===== src/rtl/buffer_word_reader.sv =====
// buffer_word_reader: drain side of the bootloader byte buffer.
// Pops bytes from the buffer, packs them MSB-first into OUT_WIDTH words and
// offers each word on a valid/ready port. A partial word that stalls for
// TIMEOUT_CYCLES is dropped. Optional sync-word hunt: `BUFFER_WORD_READER_SYNC_EN.
module buffer_word_reader #(
  parameter int unsigned          WORD_WIDTH     = 8,
  parameter int unsigned          OUT_WIDTH      = 32,
  parameter logic [OUT_WIDTH-1:0] SYNC_WORD      = 32'hFAB0_FAB1,
  parameter logic [15:0]          TIMEOUT_CYCLES = 16'd50000
) (
  input  logic                  clk_i,
  input  logic                  rst_i,
  input  logic                  en_i,
  input  logic                  in_valid_i,
  output logic                  in_ready_o,
  input  logic [WORD_WIDTH-1:0] data_in_i,
  output logic                  out_valid_o,
  input  logic                  out_ready_i,
  output logic [OUT_WIDTH-1:0]  data_out_o,
  output logic                  sync_o,
  output logic                  timeout_o
);

  localparam int unsigned      N        = OUT_WIDTH / WORD_WIDTH;
  localparam int unsigned      IDX_W    = (N > 1) ? $clog2(N) : 1;
  localparam logic [IDX_W-1:0] LAST_IDX = IDX_W'(N - 1);
  // Timeout fires on the idle cycle that would bring the counter to TIMEOUT_CYCLES-1.
  localparam logic [15:0]      TMO_LAST = TIMEOUT_CYCLES - 16'd2;

  typedef enum logic [1:0] {
    S_COLLECT = 2'd0,
    S_HOLD    = 2'd1,
    S_HUNT    = 2'd2
  } state_t;

`ifdef BUFFER_WORD_READER_SYNC_EN
  localparam state_t RESET_STATE = S_HUNT;
`else
  localparam state_t RESET_STATE = S_COLLECT;
`endif

  // Elaboration-time sanity check of the parameter set.
  if (((OUT_WIDTH % WORD_WIDTH) != 0) || (N < 2) || (TIMEOUT_CYCLES < 16'd2) ||
      ($bits(SYNC_WORD) != OUT_WIDTH)) begin : g_param_check
    $error("buffer_word_reader: invalid parameter set");
  end

  state_t                state_q, state_d;
  logic [IDX_W-1:0]      idx_q, idx_d;
  logic [15:0]           cnt_q, cnt_d;
  logic [OUT_WIDTH-1:0]  collect_q, collect_d;
  logic [OUT_WIDTH-1:0]  dout_q, dout_d;
  logic                  valid_q, valid_d;
  logic                  tmo_q, tmo_d;
  logic                  ready_int;
  logic                  accept;
`ifdef BUFFER_WORD_READER_SYNC_EN
  logic                  sync_q, sync_d;
  logic [OUT_WIDTH-1:0]  shreg_q, shreg_d;
`endif

  assign ready_int   = en_i && (state_q != S_HOLD);
  assign in_ready_o  = ready_int && !rst_i;
  assign accept      = in_valid_i && ready_int;
  assign out_valid_o = valid_q;
  assign data_out_o  = dout_q;
  assign timeout_o   = tmo_q;
`ifdef BUFFER_WORD_READER_SYNC_EN
  assign sync_o      = sync_q;
`else
  assign sync_o      = 1'b1;
`endif

  // Next-state logic: hunt, byte packing, word hand-off and idle timeout.
  always_comb begin
    state_d   = state_q;
    idx_d     = idx_q;
    cnt_d     = cnt_q;
    collect_d = collect_q;
    dout_d    = dout_q;
    valid_d   = valid_q;
    tmo_d     = 1'b0;
`ifdef BUFFER_WORD_READER_SYNC_EN
    sync_d    = sync_q;
    shreg_d   = shreg_q;
`endif
    case (state_q)
`ifdef BUFFER_WORD_READER_SYNC_EN
      S_HUNT: begin
        if (accept) begin
          shreg_d = {shreg_q[OUT_WIDTH-WORD_WIDTH-1:0], data_in_i};
          if (shreg_d == SYNC_WORD) begin
            sync_d  = 1'b1;
            idx_d   = '0;
            cnt_d   = '0;
            state_d = S_COLLECT;
          end
        end
      end
`endif
      S_COLLECT: begin
        if (accept) begin
          for (int unsigned b = 0; b < N; b++) begin
            if (idx_q == IDX_W'(b)) begin
              collect_d[OUT_WIDTH-1-b*WORD_WIDTH -: WORD_WIDTH] = data_in_i;
            end
          end
          cnt_d = '0;
          if (idx_q == LAST_IDX) begin
            dout_d  = collect_d;
            valid_d = 1'b1;
            idx_d   = '0;
            state_d = S_HOLD;
          end else begin
            idx_d = idx_q + IDX_W'(1);
          end
        end else if (en_i && (idx_q != '0)) begin
          if (cnt_q == TMO_LAST) begin
            idx_d     = '0;
            cnt_d     = '0;
            collect_d = '0;
            tmo_d     = 1'b1;
`ifdef BUFFER_WORD_READER_SYNC_EN
            sync_d    = 1'b0;
            shreg_d   = '0;
            state_d   = S_HUNT;
`endif
          end else begin
            cnt_d = cnt_q + 16'd1;
          end
        end
      end
      S_HOLD: begin
        // The held word may be taken even while en_i is low.
        if (valid_q && out_ready_i) begin
          valid_d = 1'b0;
          state_d = S_COLLECT;
        end
      end
      default: begin
        state_d = RESET_STATE;
      end
    endcase
  end

  // State register; en_i low freezes everything except the hold hand-off.
  always_ff @(posedge clk_i or posedge rst_i) begin
    if (rst_i) begin
      state_q   <= RESET_STATE;
      idx_q     <= '0;
      cnt_q     <= '0;
      collect_q <= '0;
      dout_q    <= '0;
      valid_q   <= 1'b0;
      tmo_q     <= 1'b0;
`ifdef BUFFER_WORD_READER_SYNC_EN
      sync_q    <= 1'b0;
      shreg_q   <= '0;
`endif
    end else begin
      state_q   <= state_d;
      idx_q     <= idx_d;
      cnt_q     <= cnt_d;
      collect_q <= collect_d;
      dout_q    <= dout_d;
      valid_q   <= valid_d;
      tmo_q     <= tmo_d;
`ifdef BUFFER_WORD_READER_SYNC_EN
      sync_q    <= sync_d;
      shreg_q   <= shreg_d;
`endif
    end
  end

endmodule


===== config.mk =====
export PLATFORM = sky130hd
export DESIGN_NAME = buffer_word_reader
export DESIGN_NICKNAME = d
export VERILOG_FILES = /design/src/rtl/buffer_word_reader.sv
export SDC_FILE = /design/constraint.sdc
export NUM_CORES = 1
export LEC_CHECK = 0
export BUFFER_PORTS_ARGS = -buffer_cell sky130_fd_sc_hd__buf_2
export CORE_MARGIN = 4
export CORE_UTILIZATION = 35
export CTS_CLUSTER_DIAMETER = 60
export DETAILED_ROUTE_END_ITERATION = 10
export GPL_TIMING_DRIVEN = 0
export HOLD_SLACK_MARGIN = 0.06
export PLACE_DENSITY = 0.59
export REMOVE_ABC_BUFFERS = 1
export SYNTH_ARGS = -nofsm -noshare
export SYNTH_HDL_FRONTEND = slang
export SYNTH_SLANG_ARGS = --single-unit

===== constraint.sdc =====
create_clock -name clk_i -period 2.44 [get_ports clk_i]
set_clock_uncertainty 0.1 [all_clocks]
set_input_delay 0.488 -clock clk_i [delete_from_list [all_inputs] [get_ports clk_i]]
set_output_delay 0.488 -clock clk_i [all_outputs]
set_load 0.05 [all_outputs]

After elaboration in Yosys (flattened, before gate mapping):

Cells that the tools add are included.

* bits in writable memories: 0
* output and inout port bits: 36
* memory bits (read-only): 0
* flip-flop bits (word level): 86
* bits of input ports: 13
* word-level logic and storage cells: 61
* bits in latches: 0
* memories kept: 0

* eq/ne operators: 9
* order comparisons: 0
* reductions and logical operators: 17
* bitwise operators: 0
* shift operators: 0
* multiplexer cells: 26
* multiply operators: 0
* add/subtract/negate cells: 2
* div/mod/pow operators: 0

Operators with widths (number)
* 32-bit two-way mux: 3
* 16-bit two-way mux: 3
* 8-bit two-way mux: 4
* 16-bit by 1-bit adder with 16-bit output (second input constant): 1
* 16-bit == test (second input constant): 1
* 2-bit two-way mux: 7
* 3-bit AND reduction: 3
* 2-bit nonzero test: 4
* 1-bit two-way mux: 7
* 2-bit inequality test (second input constant): 3
* 1-bit logical AND: 5
* 2-bit by 1-bit == test with 1-bit output (second input constant): 2
* 2-bit == test (second input constant): 2
* 2-bit logical NOT: 2
* 2-bit case mux with 2 select lines: 1
* 4-bit AND reduction: 1
* 2-bit by 1-bit adder with 2-bit output (second input constant): 1
* 2-bit by 1-bit inequality test with 1-bit output (second input constant): 1
* 1-bit case mux with 2 select lines: 1
* 2-bit AND reduction: 1
* 1-bit logical NOT: 1

Logic depth before layout (Yosys ltp):

Gate-level depths: netlist (run 1).

* word-level depth: 5
* gate-level depth with buffers: 7
* gate-level depth less buffers: 6

Least setup slack after synthesis (run 1):

OpenSTA, ideal clock, no wires.

* path kind: reg-to-reg
* start: register, netlist name out_valid_o
* end: register cnt_q[11]
* arrival: 2.051 ns
* path slack: 0.211 ns
* library setup time: 0.078 ns
* buffers on the path: 2
* cell stages (with the launch flop): 7
* data required time: 2.262 ns
* period minus slack after synthesis: 2.229 ns
* path through: dfrtp_1 -> nand2b_1 -> buf_6 -> or3_1 -> clkbuf_2 -> or4_1 -> a21oi_1

RTL lines
* end signal: assignment: RTL line 163 `cnt_q <= cnt_d;`
* end: declaration: RTL line 50 `logic [15:0] cnt_q, cnt_d;`

Worst setup path after layout (run 1):

* start: register cnt_q[10]
* end: register collect_q[15]

* word-level cells in the longest chain between the ends: 3

RTL lines
* 16-bit == test: RTL line 118 `if (cnt_q == TMO_LAST) begin`
* 2-bit nonzero test (no line)
* 3-bit AND reduction (no line)
* end signal: assignment: RTL line 164 `collect_q <= collect_d;`
* end: declaration: RTL line 51 `logic [OUT_WIDTH-1:0] collect_q, collect_d;`

No other way between the ends.
A chain may end at the register's enable or synchronous reset.

==> summary.txt, run 1 <==
Drt
  • DRC Markers: 0
  • Mean routed wirelength per cell: 13.6 um
  • Drt via density: 4.75
  • WL final: 7440 um
  • ANT nets after route: 0
  • Vias: 2,604
  • First DRT Iteration DRCs: 116
  • 1st-pass router iterations: 4

Pwr
  • Pwr Density: 1300 nW/um^2
  • Static Leak: 1.92 nW
  • Maximum VDD drop: 609 uV

Placed design
  • Placed Cells incl. Taps: 531
  • Detailed Place HPWL: 5120 um
  • IO Port Bufs: 47
  • Final Wtd Congestion: 0.726

Outcome
  • Status: finished clean

Logic synthesis
  • Synth Cell Area: 3530 sq um
  • List of most frequent post-synthesis cells: dfrtp_1, nand2_1, o21ai_0
  • Register area share after synthesis: 0.539
  • EDFF count, synth: 0
  • Synth top area share: 0.539
  • Top cell type by total area after synthesis: dfrtp_1
  • Synth Instances: 370
  • Warnings from Yosys: 0
  • Count leader, synth: dfrtp_1
  • Post-synth ARST share: 1.00
  • Main flop type after synthesis: dfrtp_1
  • Yosys reg bits: 76
  • Unique cell type count in the Yosys netlist: 41
  • Synth top area cells: dfrtp_1, nand2_1, o21ai_0
  • Syn_area_per_cell: 9.53 sq um

Floorplanning
  • CORE AREA: 9770 sq um
  • Site row count: 36
  • Boundary Pins: 49
  • Width of the die: 108 um
  • Die ar.: 11,700 sq um
  • Die Y-Extent: 108 um
  • Initial Util: 0.361

Worst hold path
  • Worst Hold Launch: out_ready_i
  • Worst hold path type: in -> reg
  • Worst hold stages: 2
  • Hold endpoint: out_valid_o

Setup path
  • Critical path arrival: 2.37 ns
  • Critical Path Start Type: flop
  • CP Max Fanout: 8
  • Reg2reg start: cnt_q[10]
  • R2R setup slack: 0.16 ns
  • CP peak stage delay: 0.59 ns
  • Crit-path slowest cell: a211oi_2
  • Reg-to-Reg End: collect_q[15]
  • Critical Path End Type: flop
  • Crit Path Class: reg -> reg
  • CP required: 2.53 ns
  • FF-to-FF path depth: 4
  • Critical-path cell list: nor4b_1, nand4_1, a211oi_2, o21ai_0

STA
  • Slew @ Worst Pin: 0.896 ns
  • Final slew viol count: 0
  • Maximum operating frequency: 439 MHz
  • Hold Violations, Final: 0
  • RSZ-0062 raised after global routing: yes
  • Worst hold slack: 0.225 ns
  • Slew Limit Headroom: 0.401
  • Final period util: 0.935
  • Setup violators final: 0
  • Final Critical Period: 2.28 ns

Clock tree
  • CTS H-tree depth: 3
  • CTS tree: yes
  • CTS Buffer Depth: 2
  • Root buffer cell: clkbuf_8
  • Clock-pin slew on the worst setup and hold paths: 0.08 ns
  • CTS buffer count: 9
  • Worst skew pair latency: 0.34 ns
  • CTS sink cnt: 76

Global route
  • Number of antenna violations at the first check in global routing: 0
  • Global Route met2 Usage: 0.233
  • Met3 usage: 0.0275
  • Largest net degree at the start of global routing: 66
  • Vias in the first global route: 2,646
  • GR Layer Usage met1: 0.171
  • GRT overflow: 0
  • First-pass GRT wire length: 12,500 um
  • Global routing's busiest layer: met2
  • Gr usage total: 0.135

Final layout
  • Final cell count without fillers: 548
  • Layout area overhead: 17.4%
  • Core Util, Final: 0.424
  • # nets final: 429
  • Ratio of cells with drive above 1 in the final layout: 0.186
  • Diode count: 0

Run
  • Max-Cap Viols: 0
-- metal layers --
layer | part of all wire | vias to the layer above
met3 | 0.039 | 8
met2 | 0.49 | 52
met5 | 0 | -
met1 | 0.46 | 1225
li1 | - | 1319
met4 | 0.0085 | 0
-- layout make-up --
| class | instances | area, sq um |
|---|---|---|
| inverters | 30 | 115 |
| multi-input cells | 244 | 1460 |
| repair buffers | 49 | 273 |
| well taps | 133 | 166 |
| fillers | 984 | 5630 |
| clock inverters | 6 | 87.6 |
| flip-flops and latches | 76 | 1900 |
| clock buffers | 10 | 138 |
-- cell usage in the layout (no fill, tap or decap), types with 2 or more instances in the layout --
master | netlist | layout
nand3_1 | 10 | 10
dfrtp_1 | 76 | 76
buf_2 | 0 | 47
nand2_2 | 1 | 2
and2_1 | 4 | 4
nor4_1 | 3 | 3
bufinv_16 | 0 | 2
nand2_1 | 75 | 74
nand2b_1 | 2 | 2
o21ai_0 | 54 | 54
a22o_1 | 2 | 2
o31ai_1 | 4 | 4
nor3_1 | 5 | 5
clkbuf_8 | 0 | 10
or3_1 | 4 | 3
mux2i_1 | 24 | 24
a211oi_2 | 0 | 3
inv_1 | 30 | 29
nand4_1 | 3 | 3
a21oi_1 | 7 | 6
xnor2_1 | 6 | 6
and4_1 | 2 | 2
clkinv_2 | 0 | 2
nor4b_1 | 2 | 2
ha_1 | 6 | 5
nor2_1 | 11 | 11
or4_1 | 4 | 4
clkinv_4 | 0 | 2
-- worst max-delay path: cells and delay by family, from the launching register on --
family,cells,cell delay [ns]
AO/OA/AOI/OAI,2,0.75
flip-flops,1,0.43
AND/OR/NAND/NOR,2,0.85
-- cells by family (layout without fill, tap and decap cells) --
family                   after synthesis  in the layout  synth area share
buffers and inverters                 50             95            0.0603
flip-flops                            76             76             0.539
adder cells (fa/ha/maj)                6              6            0.0213
multiplexers                          24             24            0.0681
other                                  1              1           0.00106
AO/OA/AOI/OAI                         71             71             0.109
XOR/XNOR                               7              7            0.0174
AND/OR/NAND/NOR                      135            135             0.184
-- registers in the layout, indices dropped and copies added (netlist names) --
name and flops:
data_out_o 32, collect_q 24, cnt_q 16, idx_q 2, out_valid_o 1, timeout_o 1
-- where the power goes --
part / switching, W / total (W) / internal [W]
Clock: 0.000476 / 0.00108 / 0.000604
Sequential: 0.000290 / 0.00204 / 0.00175
Combinational: 0.00160 / 0.00224 / 0.000641
Total: 0.00237 / 0.00536 / 0.00300
-- metrics by stage --
stage | TNS (ns) | power [W] | setup slack [ns] | cell area [sq um]
2_1_floorplan | -6.56 | 0.00374 | -0.0863 | 3430
3_3_place_gp | -89.63 | 0.00424 | -1.07 | 3830
3_5_place_dp | -2.80 | 0.00430 | -0.213 | 3860
4_1_cts | 0 | 0.00539 | 0.0130 | 4110
5_1_grt | -0.131 | 0.00573 | -0.0344 | 4140
6_report | 0 | 0.00536 | 0.160 | 4140
-- worst max-delay path by stage --
stage,start,endpoint,slack (ns),depth (start not counted)
after floorplan,rst_i,cnt_q[0],-0.09,1
after global placement,rst_i,data_out_o[10],-1.07,2
after detailed placement,idx_q[0],idx_q[0],-0.21,6
after CTS,idx_q[0],cnt_q[11],0.01,6
after global routing,cnt_q[10],collect_q[12],-0.03,4
final,cnt_q[10],collect_q[15],0.16,4
-- timing repair --
item | CTS | global route
setup endpoints to repair | 26 | 15
endpoints found under the hold margin | 11 | 0
hold buffers | 1 | 0
buffers inserted | 0 | 0
resized for setup | 4 | 4
(Power assumes the default switching activity.)
==> run 2, diff against run 1 <==
Settings changed: ABC_AREA set to 1.
==> run 2 against run 1 <==
Cell count rose by 22%. Largest cell class unchanged. Non-clock buffer count rose by 3. Global-route usage rose by 0.79 points. Maximum frequency rose by 5.2%. First-iteration DRC count rose by 41%. Clock power rose by 19%.
==> summary.txt, run 2 <==
Logic synthesis
  • List of most frequent post-synthesis cells: nand2_1, dfrtp_1, nor2_1
  • Count leader, synth: nand2_1
  • Register area share after synthesis: 0.513
  • Post-synth ARST share: 1.00
  • Top cell type by total area after synthesis: dfrtp_1
  • Unique cell type count in the Yosys netlist: 25
  • Warnings from Yosys: 0
  • Synth top area share: 0.513
  • Syn_area_per_cell: 7.65 sq um
  • Synth Cell Area: 3700 sq um
  • EDFF count, synth: 0
  • Yosys reg bits: 76
  • Synth top area cells: dfrtp_1, nand2_1, nor2_1
  • Synth Instances: 484
  • Main flop type after synthesis: dfrtp_1

Placed design
  • IO Port Bufs: 47
  • Detailed Place HPWL: 5510 um
  • Area after DPL: 4040 sq um
  • Final Wtd Congestion: 0.859
  • Placed Cells incl. Taps: 649

Pwr
  • Static Leak: 2.37 nW
  • Psw: 0.00253 W
  • Clk pwr share: 0.221
  • Logic pwr share: 0.427
  • Net Sw Frac: 0.438
  • Pwr Density: 1330 nW/um^2
  • Int Power: 0.00326 W
  • Sequential Power Share: 0.352
  • Maximum VDD drop: 688 uV

Final layout
  • FF/Latch Area: 1900 sq um
  • Fill count: 1,046
  • Area of the multi-input gates: 1590 sq um
  • Max reg flops: 32
  • Most common cell after layout, fill and taps aside: nand2_1
  • Layout area overhead: 17.9%
  • Post-route cell area: 4370 sq um
  • # nets final: 548
  • Ratio of cells with drive above 1 in the final layout: 0.163
  • Most frequent cells in the layout: nand2_1, dfrtp_1, buf_2
  • Diode count: 0
  • Final cell count without fillers: 670

Setup path
  • Reg2reg start: idx_q[0]
  • Critical Path Start Type: flop
  • Critical path endpoint: cnt_q[8]
  • Critical path arrival: 2.35 ns
  • Critical path origin: idx_q[0]
  • R2R setup slack: 0.27 ns
  • Reg-to-Reg End: cnt_q[8]
  • Critical Path End Type: flop
  • CP required: 2.63 ns
  • Crit Path Class: reg -> reg
  • CP Max Fanout: 13
  • FF-to-FF path depth: 10

STA
  • Final Critical Period: 2.17 ns
  • Maximum operating frequency: 461 MHz
  • Setup violators final: 0
  • Worst hold slack: 0.215 ns
  • Slew @ Worst Pin: 0.611 ns
  • Final period util: 0.888
  • Final slew viol count: 0
  • RSZ-0062 raised after global routing: no
  • Slew Limit Headroom: 0.592
  • Hold Violations, Final: 0

Drt
  • Mean routed wirelength per cell: 12.7 um
  • WL final: 8490 um
  • Vias: 3,063
  • 1st-pass router iterations: 4
  • First DRT Iteration DRCs: 163
  • ANT nets after route: 0
  • DRC Markers: 0
  • Drt via density: 4.57

Global route
  • Met3 usage: 0.0371
  • Largest net degree at the start of global routing: 67
  • GR Layer Usage met1: 0.191
  • Global Route met2 Usage: 0.232
  • Vias in the first global route: 3,008
  • First-pass GRT wire length: 14,500 um
  • Global routing's busiest layer: met2
  • GRT overflow: 0
  • Number of antenna violations at the first check in global routing: 0
  • Gr usage total: 0.143

Clock tree
  • CTS H-tree depth: 3
  • CTS sink cnt: 76
  • Root buffer cell: clkbuf_8
  • CTS buffer count: 9
  • Worst skew pair latency: 0.35 ns
  • CTS tree: yes
  • CTS Buffer Depth: 2
  • Clock-pin slew on the worst setup and hold paths: 0.08 ns

Floorplanning
  • CORE AREA: 10,300 sq um
  • Die Y-Extent: 111 um
  • Initial Util: 0.359
  • Width of the die: 111 um
  • Site row count: 37
  • Die ar.: 12,300 sq um
  • Boundary Pins: 49

Outcome
  • Status: finished clean

Worst hold path
  • Worst hold path type: in -> reg

Run
  • Max-Cap Viols: 0
## run 2: cell types whose count changed after synthesis, sizes merged, moves of 5 or more
cell    before  now
nand4        3   12
o21ai       54   13
buf          4    9
mux2i       24    0
clkbuf      15   10
mux2         0   10
nand2       76  238
inv         30   36
xnor2        6    0
nor2        11   46
or3          5    0
## run 2: routing by layer
metal | wire length [um] | part of all wire | up-vias
li1 | - | - | 1572
met1 | 4170 | 0.49 | 1432
met2 | 3920 | 0.46 | 49
met3 | 312 | 0.037 | 10
met4 | 88 | 0.010 | 0
met5 | 0 | 0 | -
## run 2: worst min path at each step
| stage | startpoint | end | slack [ns] | cells after the start |
|---|---|---|---|---|
| after floorplan | collect_q[10] | collect_q[10] | 0.34 | 2 |
| after global placement | collect_q[16] | collect_q[16] | 0.35 | 2 |
| after detailed placement | rst_i | out_valid_o | 0.33 | 2 |
| after CTS | out_ready_i | out_valid_o | 0.20 | 2 |
| after global routing | out_ready_i | out_valid_o | 0.21 | 2 |
| final | out_ready_i | out_valid_o | 0.22 | 2 |
## run 2: worst max-delay path: stages (launching register included)
cell and delay (ns):
dfrtp_1 0.40, inv_1 0.09, ha_1 0.32, inv_2 0.24
nor2_1 0.11, nor2_4 0.21, buf_4 0.21, nand2_1 0.10
o21bai_1 0.16, inv_1 0.06, nor2_1 0.09
## run 2: cells by family after synthesis
kind of cell / count (synthesis) / share of synthesized area
AO/OA/AOI/OAI: 20 / 0.0277
XOR/XNOR: 4 / 0.00946
adder cells (fa/ha/maj): 6 / 0.0203
buffers and inverters: 55 / 0.0628
flip-flops: 76 / 0.513
multiplexers: 10 / 0.0304
other: 1 / 0.00101
AND/OR/NAND/NOR: 312 / 0.335
## run 2: through the flow
| step | worst slack [ns] | TNS, ns | total power, W | utilization |
|---|---|---|---|---|
| after floorplan | -0.0863 | -8.90 | 0.00393 | - |
| after global placement | -1.10 | -127.57 | 0.00445 | 0.389 |
| after detailed placement | -1.03 | -45.55 | 0.00451 | 0.392 |
| after CTS | 0.0301 | 0 | 0.00583 | 0.420 |
| after global routing | 0.0331 | 0 | 0.00622 | 0.423 |
| final | 0.273 | 0 | 0.00579 | 0.423 |
## run 2: what timing repair did
action	4_1_cts	5_1_grt
endpoints found under the hold margin	10	0
gates resized for setup	5	0
gates cloned	0	1
buffers inserted	0	3
pin swaps	0	2
hold buffers	1	0
setup endpoints to repair	70	67
## run 2: area by class of cell
| class | instances | area share |
|---|---|---|
| clock inverter | 4 | 0.0275 |
| clock buffer | 12 | 0.0332 |
| timing repair buffer | 52 | 0.0676 |
| inverter | 36 | 0.0321 |
| tap | 136 | 0.0390 |
| sequential | 76 | 0.436 |
| multi-input combinational | 354 | 0.365 |
## run 2: power by group through the flow
stage / Clock (W) / Sequential [W] / Combinational (W)
2_1_floorplan: 0 / 0.00286 / 0.00106
3_5_place_dp: 0 / 0.00206 / 0.00246
6_report: 0.00128 / 0.00204 / 0.00247
3_3_place_gp: 0 / 0.00204 / 0.00241
4_1_cts: 0.00131 / 0.00204 / 0.00248
5_1_grt: 0.00137 / 0.00212 / 0.00273
